File: src/rtl/lu_wrback_pkg.sv
// Shared types and constants for the block write-back path.
package lu_new;

    localparam int NET_DWIDTH       = 32;
    localparam int MAX_BDIMBITS     = 8;
    localparam int LU_BEATS_PER_BLK = 16;
    localparam int LU_ADDR_WIDTH    = 24;

    typedef enum logic [1:0] {
        S_IDLE,
        S_STREAM,
        S_DRAIN,
        S_DONE
    } t_wrback_state;

endpackage

File: src/rtl/lu_wrback_if.sv
// Write-stream, memory-write and block-done handshakes of lu_wrback.
interface lu_wrback_if #(
    parameter int ADDR_WIDTH = lu_new::LU_ADDR_WIDTH
);
    localparam int DW = lu_new::NET_DWIDTH;
    localparam int BW = lu_new::MAX_BDIMBITS;

    logic [BW-1:0]         i_bstride;
    logic                  i_wrreq_valid;
    logic                  o_wrreq_ready;
    logic [DW-1:0]         i_wrreq_data;
    logic [BW-1:0]         i_wrreq_x;
    logic [BW-1:0]         i_wrreq_y;
    logic                  i_wrreq_sop;
    logic                  i_wrreq_eop;
    logic                  o_mem_valid;
    logic                  i_mem_ready;
    logic [ADDR_WIDTH-1:0] o_mem_addr;
    logic [DW-1:0]         o_mem_data;
    logic                  o_blkdone_valid;
    logic                  i_blkdone_ready;
    logic [BW-1:0]         o_blkdone_x;
    logic [BW-1:0]         o_blkdone_y;
    logic                  o_err;

    modport slave (
        input  i_bstride, i_wrreq_valid, i_wrreq_data,
        input  i_wrreq_x, i_wrreq_y, i_wrreq_sop, i_wrreq_eop,
        input  i_mem_ready, i_blkdone_ready,
        output o_wrreq_ready, o_mem_valid, o_mem_addr, o_mem_data,
        output o_blkdone_valid, o_blkdone_x, o_blkdone_y, o_err
    );

    modport master (
        output i_bstride, i_wrreq_valid, i_wrreq_data,
        output i_wrreq_x, i_wrreq_y, i_wrreq_sop, i_wrreq_eop,
        output i_mem_ready, i_blkdone_ready,
        input  o_wrreq_ready, o_mem_valid, o_mem_addr, o_mem_data,
        input  o_blkdone_valid, o_blkdone_x, o_blkdone_y, o_err
    );

endinterface

File: src/rtl/lu_wrback_addrgen.sv
// Block base address, captured on the SOP beat, plus beat offset.
module lu_wrback_addrgen
    import lu_new::*;
#(
    parameter int BEATS_PER_BLK = LU_BEATS_PER_BLK,
    parameter int ADDR_WIDTH    = LU_ADDR_WIDTH
) (
    input  logic                             clk,
    input  logic                             load,
    input  logic [MAX_BDIMBITS-1:0]          x,
    input  logic [MAX_BDIMBITS-1:0]          y,
    input  logic [MAX_BDIMBITS-1:0]          bstride,
    input  logic [$clog2(BEATS_PER_BLK)-1:0] beat,
    output logic [ADDR_WIDTH-1:0]            addr
);

    localparam int BB = $clog2(BEATS_PER_BLK);

    logic [ADDR_WIDTH-1:0] base_d;
    logic [ADDR_WIDTH-1:0] base_q;

    assign base_d = (ADDR_WIDTH'(y) * ADDR_WIDTH'(bstride)
                   + ADDR_WIDTH'(x)) << BB;

    always_ff @(posedge clk) begin
        if (load) base_q <= base_d;
    end

    // SOP beat uses the fresh base; the register is not loaded yet.
    assign addr = load ? base_d : base_q + ADDR_WIDTH'(beat);

endmodule

File: src/rtl/lu_wrback.sv
// Block write-back: packetised beats to addressed memory writes.
// Optional protocol checking on o_err: define LU_WRBACK_ERRCHK_EN.
module lu_wrback
    import lu_new::*;
#(
    parameter int BEATS_PER_BLK = LU_BEATS_PER_BLK,
    parameter int ADDR_WIDTH    = LU_ADDR_WIDTH
) (
    input logic       clk,
    input logic       reset_n,
    lu_wrback_if.slave bus
);

    localparam int BB = $clog2(BEATS_PER_BLK);
    localparam logic [BB-1:0] LAST = BB'(BEATS_PER_BLK - 1);

    t_wrback_state state_q, state_d;
    logic [BB-1:0] cnt_q, cnt_d, beat;
    logic [MAX_BDIMBITS-1:0] x_q, y_q;
    logic                  mem_valid_q;
    logic [ADDR_WIDTH-1:0] mem_addr_q, addr;
    logic [NET_DWIDTH-1:0] mem_data_q;
    logic slot_free, accepting, xfer;
    logic in_idle, in_stream;
    logic sop_load, wr_en, last_beat;

    assign in_idle   = (state_q == S_IDLE);
    assign in_stream = (state_q == S_STREAM);
    assign slot_free = !mem_valid_q || bus.i_mem_ready;
    assign accepting = reset_n && slot_free
                     && (in_idle || in_stream);
    assign xfer      = bus.i_wrreq_valid && accepting;
    assign sop_load  = xfer && in_idle && bus.i_wrreq_sop;
    assign wr_en     = sop_load || (xfer && in_stream);
    assign beat      = in_stream ? cnt_q : '0;
    assign last_beat = (beat == LAST);

    lu_wrback_addrgen #(
        .BEATS_PER_BLK(BEATS_PER_BLK),
        .ADDR_WIDTH   (ADDR_WIDTH)
    ) u_addrgen (
        .clk    (clk),
        .load   (sop_load),
        .x      (bus.i_wrreq_x),
        .y      (bus.i_wrreq_y),
        .bstride(bus.i_bstride),
        .beat   (beat),
        .addr   (addr)
    );

    always_comb begin
        state_d = state_q;
        cnt_d   = cnt_q;
        unique case (state_q)
            S_IDLE: begin
                if (sop_load) begin
                    cnt_d   = BB'(1);
                    state_d = bus.i_wrreq_eop ? S_DRAIN : S_STREAM;
                end
            end
            S_STREAM: begin
                if (xfer) begin
                    if (!last_beat) cnt_d = cnt_q + BB'(1);
                    if (bus.i_wrreq_eop) state_d = S_DRAIN;
                end
            end
            S_DRAIN: begin
                if (slot_free) state_d = S_DONE;
            end
            S_DONE: begin
                if (bus.i_blkdone_ready) begin
                    state_d = S_IDLE;
                    cnt_d   = '0;
                end
            end
            default: state_d = S_IDLE;
        endcase
    end

    always_ff @(posedge clk or negedge reset_n) begin
        if (!reset_n) begin
            state_q     <= S_IDLE;
            cnt_q       <= '0;
            mem_valid_q <= 1'b0;
        end else begin
            state_q <= state_d;
            cnt_q   <= cnt_d;
            if (wr_en) mem_valid_q <= 1'b1;
            else if (bus.i_mem_ready) mem_valid_q <= 1'b0;
        end
    end

    always_ff @(posedge clk) begin
        if (wr_en) begin
            mem_addr_q <= addr;
            mem_data_q <= bus.i_wrreq_data;
        end
        if (sop_load) begin
            x_q <= bus.i_wrreq_x;
            y_q <= bus.i_wrreq_y;
        end
    end

    assign bus.o_wrreq_ready   = accepting;
    assign bus.o_mem_valid     = mem_valid_q;
    assign bus.o_mem_addr      = mem_addr_q;
    assign bus.o_mem_data      = mem_data_q;
    assign bus.o_blkdone_valid = (state_q == S_DONE);
    assign bus.o_blkdone_x     = x_q;
    assign bus.o_blkdone_y     = y_q;

`ifdef LU_WRBACK_ERRCHK_EN
    logic err_q, full_q, err_set;

    // full_q: the final beat slot has already been written this packet
    assign err_set = (xfer && in_idle && !bus.i_wrreq_sop)
                   || (xfer && in_stream && bus.i_wrreq_sop)
                   || (wr_en && bus.i_wrreq_eop && !last_beat)
                   || (xfer && in_stream && full_q);

    always_ff @(posedge clk or negedge reset_n) begin
        if (!reset_n) begin
            err_q  <= 1'b0;
            full_q <= 1'b0;
        end else begin
            if (err_set) err_q <= 1'b1;
            if (sop_load) full_q <= 1'b0;
            else if (wr_en && last_beat) full_q <= 1'b1;
        end
    end

    assign bus.o_err = err_q;
`else
    assign bus.o_err = 1'b0;
`endif

endmodule

File: src/flat_wrapper.sv
// flat-port wrapper written by rule: the top's interface ports become plain ports
module lu_wrback_flat import lu_new::*;
#(
    parameter int BEATS_PER_BLK = LU_BEATS_PER_BLK,
    parameter int ADDR_WIDTH    = LU_ADDR_WIDTH
)
  (clk, reset_n, bus_i_bstride, bus_i_wrreq_valid, bus_i_wrreq_data, bus_i_wrreq_x, bus_i_wrreq_y, bus_i_wrreq_sop, bus_i_wrreq_eop, bus_i_mem_ready, bus_i_blkdone_ready, bus_o_wrreq_ready, bus_o_mem_valid, bus_o_mem_addr, bus_o_mem_data, bus_o_blkdone_valid, bus_o_blkdone_x, bus_o_blkdone_y, bus_o_err);
  lu_wrback_if #(.ADDR_WIDTH(ADDR_WIDTH)) bus_i ();
  input logic clk;
  input logic reset_n;
  input wire logic [$bits(bus_i.i_bstride)-1:0] bus_i_bstride;
  input wire logic [$bits(bus_i.i_wrreq_valid)-1:0] bus_i_wrreq_valid;
  input wire logic [$bits(bus_i.i_wrreq_data)-1:0] bus_i_wrreq_data;
  input wire logic [$bits(bus_i.i_wrreq_x)-1:0] bus_i_wrreq_x;
  input wire logic [$bits(bus_i.i_wrreq_y)-1:0] bus_i_wrreq_y;
  input wire logic [$bits(bus_i.i_wrreq_sop)-1:0] bus_i_wrreq_sop;
  input wire logic [$bits(bus_i.i_wrreq_eop)-1:0] bus_i_wrreq_eop;
  input wire logic [$bits(bus_i.i_mem_ready)-1:0] bus_i_mem_ready;
  input wire logic [$bits(bus_i.i_blkdone_ready)-1:0] bus_i_blkdone_ready;
  output wire logic [$bits(bus_i.o_wrreq_ready)-1:0] bus_o_wrreq_ready;
  output wire logic [$bits(bus_i.o_mem_valid)-1:0] bus_o_mem_valid;
  output wire logic [$bits(bus_i.o_mem_addr)-1:0] bus_o_mem_addr;
  output wire logic [$bits(bus_i.o_mem_data)-1:0] bus_o_mem_data;
  output wire logic [$bits(bus_i.o_blkdone_valid)-1:0] bus_o_blkdone_valid;
  output wire logic [$bits(bus_i.o_blkdone_x)-1:0] bus_o_blkdone_x;
  output wire logic [$bits(bus_i.o_blkdone_y)-1:0] bus_o_blkdone_y;
  output wire logic [$bits(bus_i.o_err)-1:0] bus_o_err;
  assign bus_i.i_bstride = bus_i_bstride;
  assign bus_i.i_wrreq_valid = bus_i_wrreq_valid;
  assign bus_i.i_wrreq_data = bus_i_wrreq_data;
  assign bus_i.i_wrreq_x = bus_i_wrreq_x;
  assign bus_i.i_wrreq_y = bus_i_wrreq_y;
  assign bus_i.i_wrreq_sop = bus_i_wrreq_sop;
  assign bus_i.i_wrreq_eop = bus_i_wrreq_eop;
  assign bus_i.i_mem_ready = bus_i_mem_ready;
  assign bus_i.i_blkdone_ready = bus_i_blkdone_ready;
  assign bus_o_wrreq_ready = bus_i.o_wrreq_ready;
  assign bus_o_mem_valid = bus_i.o_mem_valid;
  assign bus_o_mem_addr = bus_i.o_mem_addr;
  assign bus_o_mem_data = bus_i.o_mem_data;
  assign bus_o_blkdone_valid = bus_i.o_blkdone_valid;
  assign bus_o_blkdone_x = bus_i.o_blkdone_x;
  assign bus_o_blkdone_y = bus_i.o_blkdone_y;
  assign bus_o_err = bus_i.o_err;
  lu_wrback #(.BEATS_PER_BLK(BEATS_PER_BLK), .ADDR_WIDTH(ADDR_WIDTH)) u_core (.clk(clk), .reset_n(reset_n), .bus(bus_i));
endmodule
File: config.mk
export PLATFORM = sky130hd
export DESIGN_NAME = lu_wrback_flat
export DESIGN_NICKNAME = d
export VERILOG_FILES = /design/src/rtl/lu_wrback_pkg.sv /design/src/rtl/lu_wrback_if.sv /design/src/rtl/lu_wrback_addrgen.sv /design/src/rtl/lu_wrback.sv /design/src/flat_wrapper.sv
export SDC_FILE = /design/constraint.sdc
export NUM_CORES = 1
export LEC_CHECK = 0
export CORE_MARGIN = 3
export CORE_UTILIZATION = 51
export CTS_CLUSTER_SIZE = 28
export DETAILED_ROUTE_END_ITERATION = 10
export GPL_TIMING_DRIVEN = 0
export PLACE_DENSITY = 0.81
export SYNTH_ARGS = -nofsm -noshare
export SYNTH_HDL_FRONTEND = slang
export SYNTH_HIERARCHICAL = 1
export SYNTH_SLANG_ARGS = --single-unit
File: constraint.sdc
create_clock -name clk -period 5.72 [get_ports clk]
set_clock_uncertainty 0.15 [all_clocks]
set_input_delay 1.144 -clock clk [delete_from_list [all_inputs] [get_ports clk]]
set_output_delay 1.144 -clock clk [all_outputs]
set_load 0.05 [all_outputs]
# Word level (Yosys, flattened, before mapping)
# Cells that the tools add are included.
[totals] register_bits=99 out_inout_bits=76 wordCells=54 in_bits=63
[op_classes] multipliers=1 n_mux=16 n_eq_ne=10 addsub=3 n_reduce_logical=15
[ops] operator="24-bit by 4-bit adder with 24-bit output" n=1
[ops] operator="24-bit two-way mux" n=1
[ops] operator="4-bit two-way mux" n=5
[ops] operator="16-bit by 8-bit adder with 17-bit output" n=1
[ops] operator="8-bit by 8-bit multiplier with 16-bit output" n=1
[ops] operator="2-bit two-way mux" n=6
[ops] operator="4-bit case mux with 3 select lines" n=1
[ops] operator="5-bit AND reduction" n=2
[ops] operator="2-bit != test (second input constant)" n=4
[ops] operator="2-bit case mux with 4 select lines" n=1
[ops] operator="1-bit logical AND" n=6
[ops] operator="4-bit by 1-bit adder with 4-bit output (second input constant)" n=1
[ops] operator="2-bit == test (second input constant)" n=2
[ops] operator="4-bit == test (second input constant)" n=1
[ops] operator="2-bit by 1-bit != test with 1-bit output (second input constant)" n=2
[ops] operator="1-bit logical OR" n=3
[ops] operator="3-bit nonzero test" n=1
[ops] operator="2-bit by 1-bit == test with 1-bit output (second input constant)" n=1
[ops] operator="2-bit zero test" n=1
[ops] operator="1-bit two-way mux" n=2
[ops] operator="2-bit nonzero test" n=1
[ops] operator="1-bit zero test" n=1

# Logic depth before layout (Yosys ltp)
[depth] word_depth=9 depth_mapped=16 mapped_depth_nobuf=15

# Hierarchy
# The synthesis kept the hierarchy.
[modules_own_cells] mod="lu_wrback_addrgen" area_per_inst_um2=3339.5 cells_each=361 seq_area_each_um2=510.5 n_inst=1
[modules_own_cells] mod="lu_wrback" area_per_inst_um2=2762.6 cells_each=136 seq_area_each_um2=2337.2 n_inst=1

# Least setup slack after synthesis
# OpenSTA, ideal clock, no wires.
[synth_path] path_type="in2reg" start="in bus_i_bstride[1]" end="reg u_core.mem_addr_q[15] (netlist: u_core/bus.o_mem_addr[15]) (data pin)" arrival_ps=5020 required_ps=5314 cell_stages=15 path_buffers=1 setup_ps=256 path_slack_ps=294 path_cell_list="clkbuf_1 -> nand2_1 -> fa_1 -> inv_1 -> fa_1 -> inv_1 -> fa_1 -> fa_1 -> inv_1 -> ha_1 -> o21ai_0 -> o21bai_1 -> o311a_1 -> or3_1 -> a31o_2"
[synth_via] elab_chain_len=3
[synth_rtl] item="from (decl)" line_no="flat_wrapper.sv:11" rtl="input wire logic [$bits(bus_i.i_bstride)-1:0] bus_i_bstride;"
[synth_rtl] item="8-bit by 8-bit multiplier with 16-bit output" line_no="lu_wrback_addrgen.sv:22" rtl="assign base_d = (ADDR_WIDTH'(y) * ADDR_WIDTH'(bstride)"
[synth_rtl] item="16-bit by 8-bit adder with 17-bit output" line_no="lu_wrback_addrgen.sv:23" rtl="+ ADDR_WIDTH'(x)) << BB;"
[synth_rtl] item="24-bit two-way mux" line_no="lu_wrback_addrgen.sv:30" rtl="assign addr = load ? base_d : base_q + ADDR_WIDTH'(beat);"
[synth_rtl] item="named net u_core.addr[15]" line_no="lu_wrback.sv:21" rtl="logic [ADDR_WIDTH-1:0] mem_addr_q, addr;"
[synth_rtl] item="to (signal assigned)" line_no="lu_wrback.sv:95" rtl="mem_addr_q <= addr;"
[synth_rtl] item="to (decl)" line_no="lu_wrback.sv:21"
# The timed path passes the listed nets, and every way through them passes these cells.
# A chain may end at the register's enable or synchronous reset.

# Worst setup path in the final report
[layout_path] start="in bus_i_wrreq_y[2]" end="reg u_core.mem_addr_q[15] (netlist: u_core/bus.o_mem_addr[15]) (data pin)"
[layout_via] elab_chain_len=3
[layout_rtl] item="from (decl)" line_no="flat_wrapper.sv:15" rtl="input wire logic [$bits(bus_i.i_wrreq_y)-1:0] bus_i_wrreq_y;"
[layout_rtl] item="8-bit by 8-bit multiplier with 16-bit output" line_no="lu_wrback_addrgen.sv:22"
[layout_rtl] item="16-bit by 8-bit adder with 17-bit output" line_no="lu_wrback_addrgen.sv:23"
[layout_rtl] item="24-bit two-way mux" line_no="lu_wrback_addrgen.sv:30"
[layout_rtl] item="named net u_core.addr[15]" line_no="lu_wrback.sv:21"
# The timed path passes the listed nets, and every way through them passes these cells.

==> results.json <==
{
  "dpl.hpwl_um": 9940,
  "final_cell_mix": "122 x clkdlybuf4s50_1, 89 x edfxtp_1, 79 x inv_1",
  "async_reset_ff_share_pct": 7.29,
  "clockRootBuffer": "clkbuf_16",
  "whs_path_depth": 1,
  "report.final.slew_viol_count": 0,
  "hold_end": "u_core/cnt_q[0]",
  "drt_wl_total_um": 12900,
  "multi_input_area_um2": 2950,
  "synth_cell_types": 61,
  "gr-usage-all-layers_pct": 19.5,
  "drt_iter0_drc": 345,
  "met1Wirelength_um": 5330,
  "dp_cells": 780,
  "die_area_um2": 13300,
  "start_kind": "primary input",
  "ctsHoldBuffers": 0,
  "grt_pass1_vias": 4303,
  "final_common_cell": "clkdlybuf4s50_1",
  "grt_pass1_wl_um": 20300,
  "path_buf_inv": 4,
  "yosysWarningCount": 6,
  "grt_max_degree": 36,
  "portBuffers": 136,
  "post-route-period-util_pct": 96.8,
  "final_cells": 797,
  "regToRegSetupSlack_ns": 2.60,
  "cts_sinks": 96,
  "outcome": "finished, final reports clean",
  "core.rowCount": 39,
  "crit_arrival_ns": 5.49,
  "cp.depth": 16,
  "grt_overflow": 0,
  "synth_top_family_by_area": "adder cells",
  "top_layer": "met4",
  "htree_levels": 3,
  "fmax_ghz": 0.181,
  "antenna_cells": 0,
  "cp_max_fo": 9,
  "r2r-end": "u_core/bus.o_mem_addr[19]",
  "ios": 139,
  "leakage_nw": 3.42,
  "worstMarginPinSlew_ns": 0.746,
  "fin_nets": 801,
  "synth-adder-area-share_pct": 23.7,
  "ys_ff_latch": 96,
  "pwr_density_cell_nw_per_um2": 379,
  "r2r_start": "u_core/state_q[0]",
  "cp-end-kind": "flip-flop",
  "synth_edf_count": 89,
  "worstSkewPairLatency_ns": 0.34,
  "wl_met3_um": 846,
  "synth_seq_area_share_pct": 46.7,
  "crit_family": "adder cells",
  "cp.required_ns": 5.67,
  "syn2layout_area_growth_pct": 31.6,
  "drc": 0,
  "period_minus_slack_ns": 5.54,
  "synth_area_leader_cell": "edfxtp_1",
  "ys.flop_type": "edfxtp_1",
  "critPathKind": "in2reg",
  "die_h_um": 115,
  "yosysTopAreaCellShare_pct": 43.8,
  "synth_area_leaders": "edfxtp_1 44%, fa_1 14%, ha_1 9.2%",
  "coreArea_um2": 11600,
  "vias": 4205,
  "fp.dieW_um": 115,
  "syn_area_um2": 6100,
  "setup_viol": 0,
  "crit_start": "bus_i_wrreq_y[2]",
  "hold_class": "reg2reg",
  "finalPower_mw": 3.05,
  "slew_headroom_pct": 50.2,
  "gp_congestion": 0.850,
  "synthXorXnorAreaFrac_pct": 1.44,
  "irDropWorstVdd_uv": 215,
  "clockBufferDepth": 2,
  "dr_wl_met2_um": 6490,
  "hp-start": "u_core/cnt_q[0]",
  "cap_violations": 0,
  "finalHoldViolations": 0,
  "seq_area_um2": 2850,
  "cts_tree": "done",
  "max_stage_delay_ns": 0.55,
  "synth_compound_area_share_pct": 7.73,
  "synthMuxAreaShare_pct": 3.16,
  "rr_worst_depth": 9,
  "dr.pass1.iters": 4,
  "crit_slowest_cell": "fa_1",
  "ant_nets": 0,
  "synth-simple-area-share_pct": 11.4,
  "drive_gt1_share_pct": 7.95,
  "syn-instance-count": 497,
  "cts_buffers": 9,
  "wl_per_cell_um": 16.2,
  "syn_avg_cell_area_um2": 12.3,
  "grt_antenna_before_repair": 0,
  "start_util_pct": 52.8,
  "cp_cell_sequence": "dlygate4sd2_1 -> nand2_1 -> fa_1 -> inv_1 -> ha_1 -> ha_1 -> inv_1 -> fa_1 -> inv_1 -> ha_1 -> fa_1 -> a211oi_1 -> o21bai_1 -> o311a_1 -> or3_1 -> a31o_2",
  "fillers": 815,
  "clk_pin_slew_ns": 0.07,
  "post_drt_via_cell_ratio": 5.28
}
==> per-stage QoR <==
stage | hold slack (ns) | utilization, % | TNS [ns] | cell area (um^2) | setup WS, ns
2_1_floorplan | 0.321 | - | 0 | 6110 | 0.294
3_3_place_gp | 0.361 | 66.1 | -25.12 | 7650 | -0.421
3_5_place_dp | 0.357 | 66.6 | -6.62 | 7700 | -0.585
4_1_cts | 0.369 | 69.3 | 0 | 8010 | 0.0570
5_1_grt | 0.391 | 69.4 | -0.00163 | 8030 | -0.00163
6_report | 0.378 | 69.4 | 0 | 8030 | 0.181
==> registers in the layout, summed over array words and instances, names as in the netlist <==
register and count:
u_core/bus.o_blkdone_y 8, u_core/bus.o_mem_data 32, u_core/u_addrgen/base_q 17, u_core/cnt_q 4, u_core/state_q 2, u_core/bus.o_blkdone_x 8
u_core/bus.o_mem_valid 1, u_core/bus.o_mem_addr 24
==> where the power goes <==
| group | internal [mW] | leakage, nW | total, mW | switching [mW] |
|---|---|---|---|---|
| Clock | 0.347 | 0.147 | 0.619 | 0.272 |
| Sequential | 0.903 | 0.903 | 0.933 | 0.0297 |
| Combinational | 0.594 | 2.37 | 1.50 | 0.902 |
==> timing repair <==
action	CTS	global route
resized for setup	12	10
setup endpoints to repair	10	7
setup buffers	1	0
pin swaps	1	1
==> worst max-delay path by stage <==
stage,end,slack [ns]
6_report,u_core/bus.o_mem_addr[15],0.18
5_1_grt,u_core/bus.o_mem_addr[16],-0.002
3_3_place_gp,u_core/bus.o_mem_addr[18],-0.42
3_5_place_dp,u_core/bus.o_mem_addr[18],-0.59
4_1_cts,u_core/bus.o_mem_addr[18],0.06
2_1_floorplan,u_core/bus.o_mem_addr[15],0.29
==> layout make-up <==
| cell class | instances | share of cell area, % |
|---|---|---|
| well taps | 143 | 2.23 |
| plain buffers | 11 | 0.701 |
| multi-input cells | 313 | 36.7 |
| flip-flops and latches | 96 | 35.5 |
| inverters | 79 | 3.69 |
| clock buffers | 10 | 2.85 |
| repair buffers | 139 | 17.4 |
| clock inverters | 6 | 0.966 |
==> cell usage after synthesis (4+ instances only) <==
library cell and n:
nor2_1 14, inv_1 79, a21oi_1 12, buf_4 4, nand2_1 46, o21ai_0 11, clkbuf_1 5, xnor2_1 7
mux2i_1 8, ha_1 45, nand3_1 5, nor2b_1 6, nand2b_1 5, fa_1 44, edfxtp_1 89, mux2_2 10
and2_1 41, dfrtp_1 7
==> logic make-up (layout without fill, tap and decap cells) <==
logic type,after synthesis,after routing
compound gates,59,59
xor+xnor,10,10
fa+ha+maj,89,89
buf+inv,90,245
flops,96,96
mux,18,18
other cells,2,4
simple gates,133,133
==> per-layer routing <==
metal / up-vias / global-route usage, %
met4: 0 / 6.26
met2: 146 / 34.1
li1: 1995 / -
met5: - / 0
met3: 15 / 3.21
met1: 2049 / 24.8
(Power assumes the default switching activity.)
